==> src/rtl/fp_unpack_seq.sv <==
`default_nettype none
// ============================================================================
//  Module   : fp_unpack_seq
//  Purpose  : Handshaked FP operand unpacker. Checks the NaN-box, splits the
//             operand into sign / unbiased exponent / significand with an
//             explicit leading one, and produces the RISC-V fclass mask.
//             Subnormals are normalised over several cycles, at most
//             SHIFT_STEP bit positions per cycle.
//  Revision : 1.0 - initial release
// ============================================================================
module fp_unpack_seq #(
   parameter int IN_LEN     = 32,
   parameter int FLEN       = 32,
   parameter int EXP_LEN    = 8,
   parameter int SIG_LEN    = 23,
   parameter int SHIFT_STEP = 4
) (
   input  logic                 clk_i,
   input  logic                 rst_i,
   input  logic                 valid_i,
   output logic                 ready_o,
   input  logic [IN_LEN-1:0]    data_i,
   output logic                 valid_o,
   input  logic                 ready_i,
   output logic                 sign_o,
   output logic [EXP_LEN+1:0]   exp_o,
   output logic [SIG_LEN:0]     sig_o,
   output logic [9:0]           class_o
);

   localparam int BIAS = 2**(EXP_LEN-1) - 1;
   localparam int EW   = EXP_LEN + 2;
   localparam int RW   = $clog2(SIG_LEN + 1);

   localparam logic signed [EW-1:0] C_BIAS        = EW'(BIAS);
   localparam logic signed [EW-1:0] C_EXP_SPECIAL = EW'(BIAS + 1);
   localparam logic signed [EW-1:0] C_EXP_ZERO    = EW'(-BIAS);
   localparam logic signed [EW-1:0] C_EXP_SUB_MAX = EW'(1 - BIAS);
   localparam logic [RW-1:0]        C_STEP        = RW'(SHIFT_STEP);
   localparam logic [FLEN-1:0]      C_CANON_QNAN  =
      {1'b0, {EXP_LEN{1'b1}}, 1'b1, {(SIG_LEN-1){1'b0}}};

   typedef enum logic [1:0] {
      ST_IDLE = 2'd0,
      ST_NORM = 2'd1,
      ST_DONE = 2'd2
   } state_t;

   state_t               state_q, state_d;
   logic                 sign_q, sign_d;
   logic signed [EW-1:0] exp_q, exp_d;
   logic [SIG_LEN:0]     sig_q, sig_d;
   logic [9:0]           class_q, class_d;
   logic [RW-1:0]        rem_q, rem_d;

   logic                 w_box_ok;
   logic [FLEN-1:0]      w_operand;
   logic                 w_sign;
   logic [EXP_LEN-1:0]   w_exp_fld;
   logic [SIG_LEN-1:0]   w_frac;
   logic [RW-1:0]        w_lz;
   logic                 w_dec_sub;
   logic signed [EW-1:0] w_dec_exp;
   logic [SIG_LEN:0]     w_dec_sig;
   logic [9:0]           w_dec_class;
   logic [RW-1:0]        w_step;
   logic                 w_accept;

   // A register wider than the format must carry an all-ones box, otherwise
   // the operand is replaced by the canonical quiet NaN.
   if (IN_LEN > FLEN) begin : g_nanbox
      assign w_box_ok = &data_i[IN_LEN-1:FLEN];
   end else begin : g_no_nanbox
      assign w_box_ok = 1'b1;
   end

   assign w_operand = w_box_ok ? data_i[FLEN-1:0] : C_CANON_QNAN;
   assign w_sign    = w_operand[FLEN-1];
   assign w_exp_fld = w_operand[FLEN-2:SIG_LEN];
   assign w_frac    = w_operand[SIG_LEN-1:0];

   assign ready_o   = (state_q == ST_IDLE) | ((state_q == ST_DONE) & ready_i);
   assign w_accept  = valid_i & ready_o;
   assign w_step    = (rem_q < C_STEP) ? rem_q : C_STEP;

   // Normalisation distance of a subnormal: SIG_LEN minus the fraction's MSB index.
   always_comb begin
      w_lz = '0;
      for (int i = 0; i < SIG_LEN; i++) begin
         if (w_frac[i]) w_lz = RW'(SIG_LEN - i);
      end
   end

   // Classify the operand and form its unpacked fields (subnormals pre-shift).
   always_comb begin
      w_dec_sub   = 1'b0;
      w_dec_exp   = $signed({2'b00, w_exp_fld}) - C_BIAS;
      w_dec_sig   = {1'b1, w_frac};
      w_dec_class = '0;
      if (&w_exp_fld) begin
         w_dec_exp = C_EXP_SPECIAL;
         if (w_frac == '0) begin
            w_dec_class = w_sign ? 10'h001 : 10'h080;
         end else begin
            w_dec_class = w_frac[SIG_LEN-1] ? 10'h200 : 10'h100;
         end
      end else if (w_exp_fld != '0) begin
         w_dec_class = w_sign ? 10'h002 : 10'h040;
      end else if (w_frac == '0) begin
         w_dec_exp   = C_EXP_ZERO;
         w_dec_sig   = '0;
         w_dec_class = w_sign ? 10'h008 : 10'h010;
      end else begin
         w_dec_sub   = 1'b1;
         w_dec_exp   = C_EXP_SUB_MAX - $signed({{(EW-RW){1'b0}}, w_lz});
         w_dec_sig   = {1'b0, w_frac};
         w_dec_class = w_sign ? 10'h004 : 10'h020;
      end
   end

   // Next-state and result datapath: load on accept, shift while normalising.
   always_comb begin
      state_d = state_q;
      sign_d  = sign_q;
      exp_d   = exp_q;
      sig_d   = sig_q;
      class_d = class_q;
      rem_d   = rem_q;
      case (state_q)
         ST_IDLE, ST_DONE: begin
            if (w_accept) begin
               sign_d  = w_sign;
               exp_d   = w_dec_exp;
               sig_d   = w_dec_sig;
               class_d = w_dec_class;
               rem_d   = w_dec_sub ? w_lz : '0;
               state_d = w_dec_sub ? ST_NORM : ST_DONE;
            end else if ((state_q == ST_DONE) && ready_i) begin
               state_d = ST_IDLE;
            end
         end
         ST_NORM: begin
            sig_d = sig_q << w_step;
            rem_d = rem_q - w_step;
            if (rem_q <= C_STEP) state_d = ST_DONE;
         end
         default: state_d = ST_IDLE;
      endcase
   end

   // State and result registers.
   always_ff @(posedge clk_i) begin
      if (rst_i) begin
         state_q <= ST_IDLE;
         sign_q  <= 1'b0;
         exp_q   <= '0;
         sig_q   <= '0;
         class_q <= '0;
         rem_q   <= '0;
      end else begin
         state_q <= state_d;
         sign_q  <= sign_d;
         exp_q   <= exp_d;
         sig_q   <= sig_d;
         class_q <= class_d;
         rem_q   <= rem_d;
      end
   end

   assign valid_o = (state_q == ST_DONE);
   assign sign_o  = sign_q;
   assign exp_o   = exp_q;
   assign sig_o   = sig_q;
   assign class_o = class_q;

endmodule
`default_nettype wire

==> config.mk <==
export PLATFORM = sky130hd
export DESIGN_NAME = fp_unpack_seq
export DESIGN_NICKNAME = d
export VERILOG_FILES = /design/src/rtl/fp_unpack_seq.sv
export SDC_FILE = /design/constraint.sdc
export NUM_CORES = 1
export LEC_CHECK = 0
export BUFFER_PORTS_ARGS = -buffer_cell sky130_fd_sc_hd__buf_2
export CAP_MARGIN = 0
export CORE_UTILIZATION = 49
export CTS_CLUSTER_DIAMETER = 50
export DETAILED_ROUTE_END_ITERATION = 16
export PLACE_DENSITY = 0.76
export SLEW_MARGIN = 20
export SYNTH_ARGS = -nofsm -noshare
export SYNTH_HDL_FRONTEND = slang
export SYNTH_SLANG_ARGS = --single-unit
==> constraint.sdc <==
create_clock -name clk_i -period 2.22 [get_ports clk_i]
set_input_delay 0.444 -clock clk_i [delete_from_list [all_inputs] [get_ports clk_i]]
set_output_delay 0.444 -clock clk_i [all_outputs]
set_load 0.005 [all_outputs]
==> impl_results.md <==
* Status: finished clean
* EDFF count, synth at 0
* Die ar. at 7700 um2
* Vias at 4200
* Max-slew headroom at 52.8%
* Static Leak at 1.89 nW
* CTS Buf Count at 5
* Clk slew on worst S/H paths at 0.11 ns
* TritonRoute pass-1 iters at 5
* DR DRC count at 0
* Overall power at 2.08 mW
* DP HPWL at 8.41 mm
* Clock Latency Late Sink at 0.31 ns
* RSZ-0062 raised after global routing: yes
* ANT nets after route at 0
* Final slew viol count at 0
* Fin crit period at 2.18 ns
* Fin crit share at 98.3%
* Syn avg cell area at 7.41 um2
* Setup violators final at 0
* Worst Hold Class: primary input to register
* Die Wd at 87.7 um
* Cell mode on critical path: nor3_2
* Global-route wire length before repair at 18.3 mm
* Worst-path fanout max at 3
* Logic pwr share at 22.3%
* Int Power at 1.40 mW
* Final wirelength at 11.4 mm
* Post-synth ARST share at 0%
* Antenna violations before repair at 0
* Gpl congestion at 0.925
* Antenna diodes at 0
* Crit path max-delay family: simple AND/OR/NAND/NOR gates
* Worst Path Buf+Inv at 3
* Yosys cell types at 63
* Fraction of layout cells with a size suffix above 1 at 29.3%
* Worst Path Required at 2.43 ns
* Port-buffer cells at 82
* Row cnt at 30
* Critical path type: primary input to register
* Worst VDD drop at 0.247 mV
* Largest net degree at the start of global routing at 38
* Sequential area share after synthesis at 28.3%
* Switch Pwr at 0.674 mW
* Hold-fix buffers, CTS at 0
* Yosys warns at 0
* Syn Inst Count at 486
* Setup TNS at 0 ns
* Total track usage at 30.4%
* CTS sink cnt at 51
* Critical path startpoint category: primary input
* Max Root-Sink Buffers at 2
* Number of global-route vias before repair at 3773
* Final #Nets at 626
* Iter 0 DRT Violations at 335
* Primary FF master, synth: dfxtp_1
* Mapped Area at 3600 um2
* TritonCTS clock tree: done
* Most frequent cells in the layout: 82 x buf_2, 80 x nand2_1, 53 x nor2_1
* #FFs+latches synth at 51
* Sequential power share at 49.0%
* Leading cell type in the layout, fill and taps excluded: buf_2
* Routed WL per cell at 16.7 um
* CP max-delay cell: or3_4
* Pre-CTS setup slack at -0.306 ns
* Syn Nets at 526
* FF-to-FF setup slack at 0.19 ns
* Die Ht at 87.7 um
* Grt total ovfl at 0
* Htree depth at 2
* CP endpoint kind: register
* Initial core utilization at 51.9%
* Vias per cell at 6.15
* Clock Skews at 0.00944 ns
* Ports at 83
* Core area at 6940 um2
* Root buf cell: clkbuf_8
* Crit path largest cell delay at 0.39 ns
* Max_cap viols at 0
* Final setup margin at 0.0377 ns
* CP Cell Sequence: buf_2 -> or3_4 -> o221ai_2 -> nor2b_2 -> o41ai_1 -> a21oi_1 -> inv_1 -> ha_2 -> nor3_2 -> nor3_2 -> buf_4 -> a22oi_1 -> nor2_1
* Clk network pwr share at 28.7%
* Max Fclk at 0.458 GHz
* Pwr Density at 462 nW/um2
* Switching share of power at 32.5%
* Critical path arrival at 2.40 ns
* Final Hold Vio Count at 0
* Slew at the pin closest to its max-slew limit at 0.708 ns
* # fillers at 619
* Layout overhead on the synthesized area at 24.7%
-- worst reg2reg max path: cells and delay by family (launching register included) --
kind / cells / cell delay (ns)
and+or+nand+nor: 1 / 0.52
muxes: 1 / 0.46
DFF: 1 / 0.40
AOI/OAI and AO/OA: 2 / 0.30
buffers and inverters: 1 / 0.24
-- logic make-up (layout without fill, tap and decap cells) --
family	after synthesis	after routing	share of synthesized area (%)
adders and majority gates	4	4	1.39
other	1	1	0.104
DFF	51	51	28.3
buffers and inverters	53	154	6.50
AOI/OAI and AO/OA	148	148	28.7
and+or+nand+nor	203	203	26.9
xor gates and xnor gates	6	6	1.46
muxes	20	20	6.67
-- power groups by stage --
stage / registers, mW / clock network, mW / logic [mW]
floorplan: 1.02 / 0 / 0.243
global placement: 1.03 / 0 / 0.433
detailed placement: 1.04 / 0 / 0.443
CTS: 1.01 / 0.601 / 0.446
global route: 1.02 / 0.634 / 0.508
finish: 1.02 / 0.596 / 0.462
-- cells in the mapped netlist (all sizes together), types with 11 or more instances --
cell	number	area, um2
nand2	81	307
nor2	56	225
dfxtp	51	1020
a21oi	48	240
clkbuf	21	78.8
o21ai	18	90.1
buf	16	95.1
inv	16	60.1
mux2i	15	150
a211oi	14	110
a311oi	14	123
nor3	14	103
nand3	11	60.1
nor4	11	75.1
-- what timing repair did --
action                     CTS  global route
buffers inserted             0             2
setup endpoints to repair    0             3
gates resized for setup      0             8
-- path summary, 6_finish.rpt --
path,startpoint,cells after the start,end
hold / removal,data_i[31],3,sign_o
hold reg to reg,sign_o,2,sign_o
setup / recovery,data_i[6],13,exp_o[6]
setup reg to reg,rem_q[2],5,sig_o[19]
-- metrics by stage --
step                      hold slack, ns  util, %  instance area, um2  std cells
after CTS                          0.425     63.9                4440        681
after global routing               0.440     64.7                4490        683
after floorplan                    0.448        -                3610        486
final                              0.425     64.7                4490        683
after global placement             0.441     62.5                4340        673
after detailed placement           0.447     62.5                4340        673
-- routing by layer --
layer	vias to the layer above	routed length (um)	track usage (%)
met5	-	0	0
met4	0	179	10.4
met3	24	932	4.43
met2	225	5370	49.7
met1	1968	4950	40.9
li1	1983	-	-
-- area by class of cell --
| class | count | area, um2 | area share (%) |
|---|---|---|---|
| clock buffers | 5 | 68.8 | 1.53 |
| clock inverters | 3 | 27.5 | 0.613 |
| inverters | 16 | 60.1 | 1.34 |
| multi-input cells | 382 | 2400 | 53.4 |
| flip-flops and latches | 51 | 1020 | 22.7 |
| well taps | 96 | 120 | 2.67 |
| repair buffers | 130 | 796 | 17.7 |
-- registers in the layout, summed over array words and instances (netlist names) --
name,flops
sign_o,1
class_o,10
sig_o,24
state_q,2
rem_q,5
exp_o,9
No activity file was read; power rests on OpenSTA's default activity.
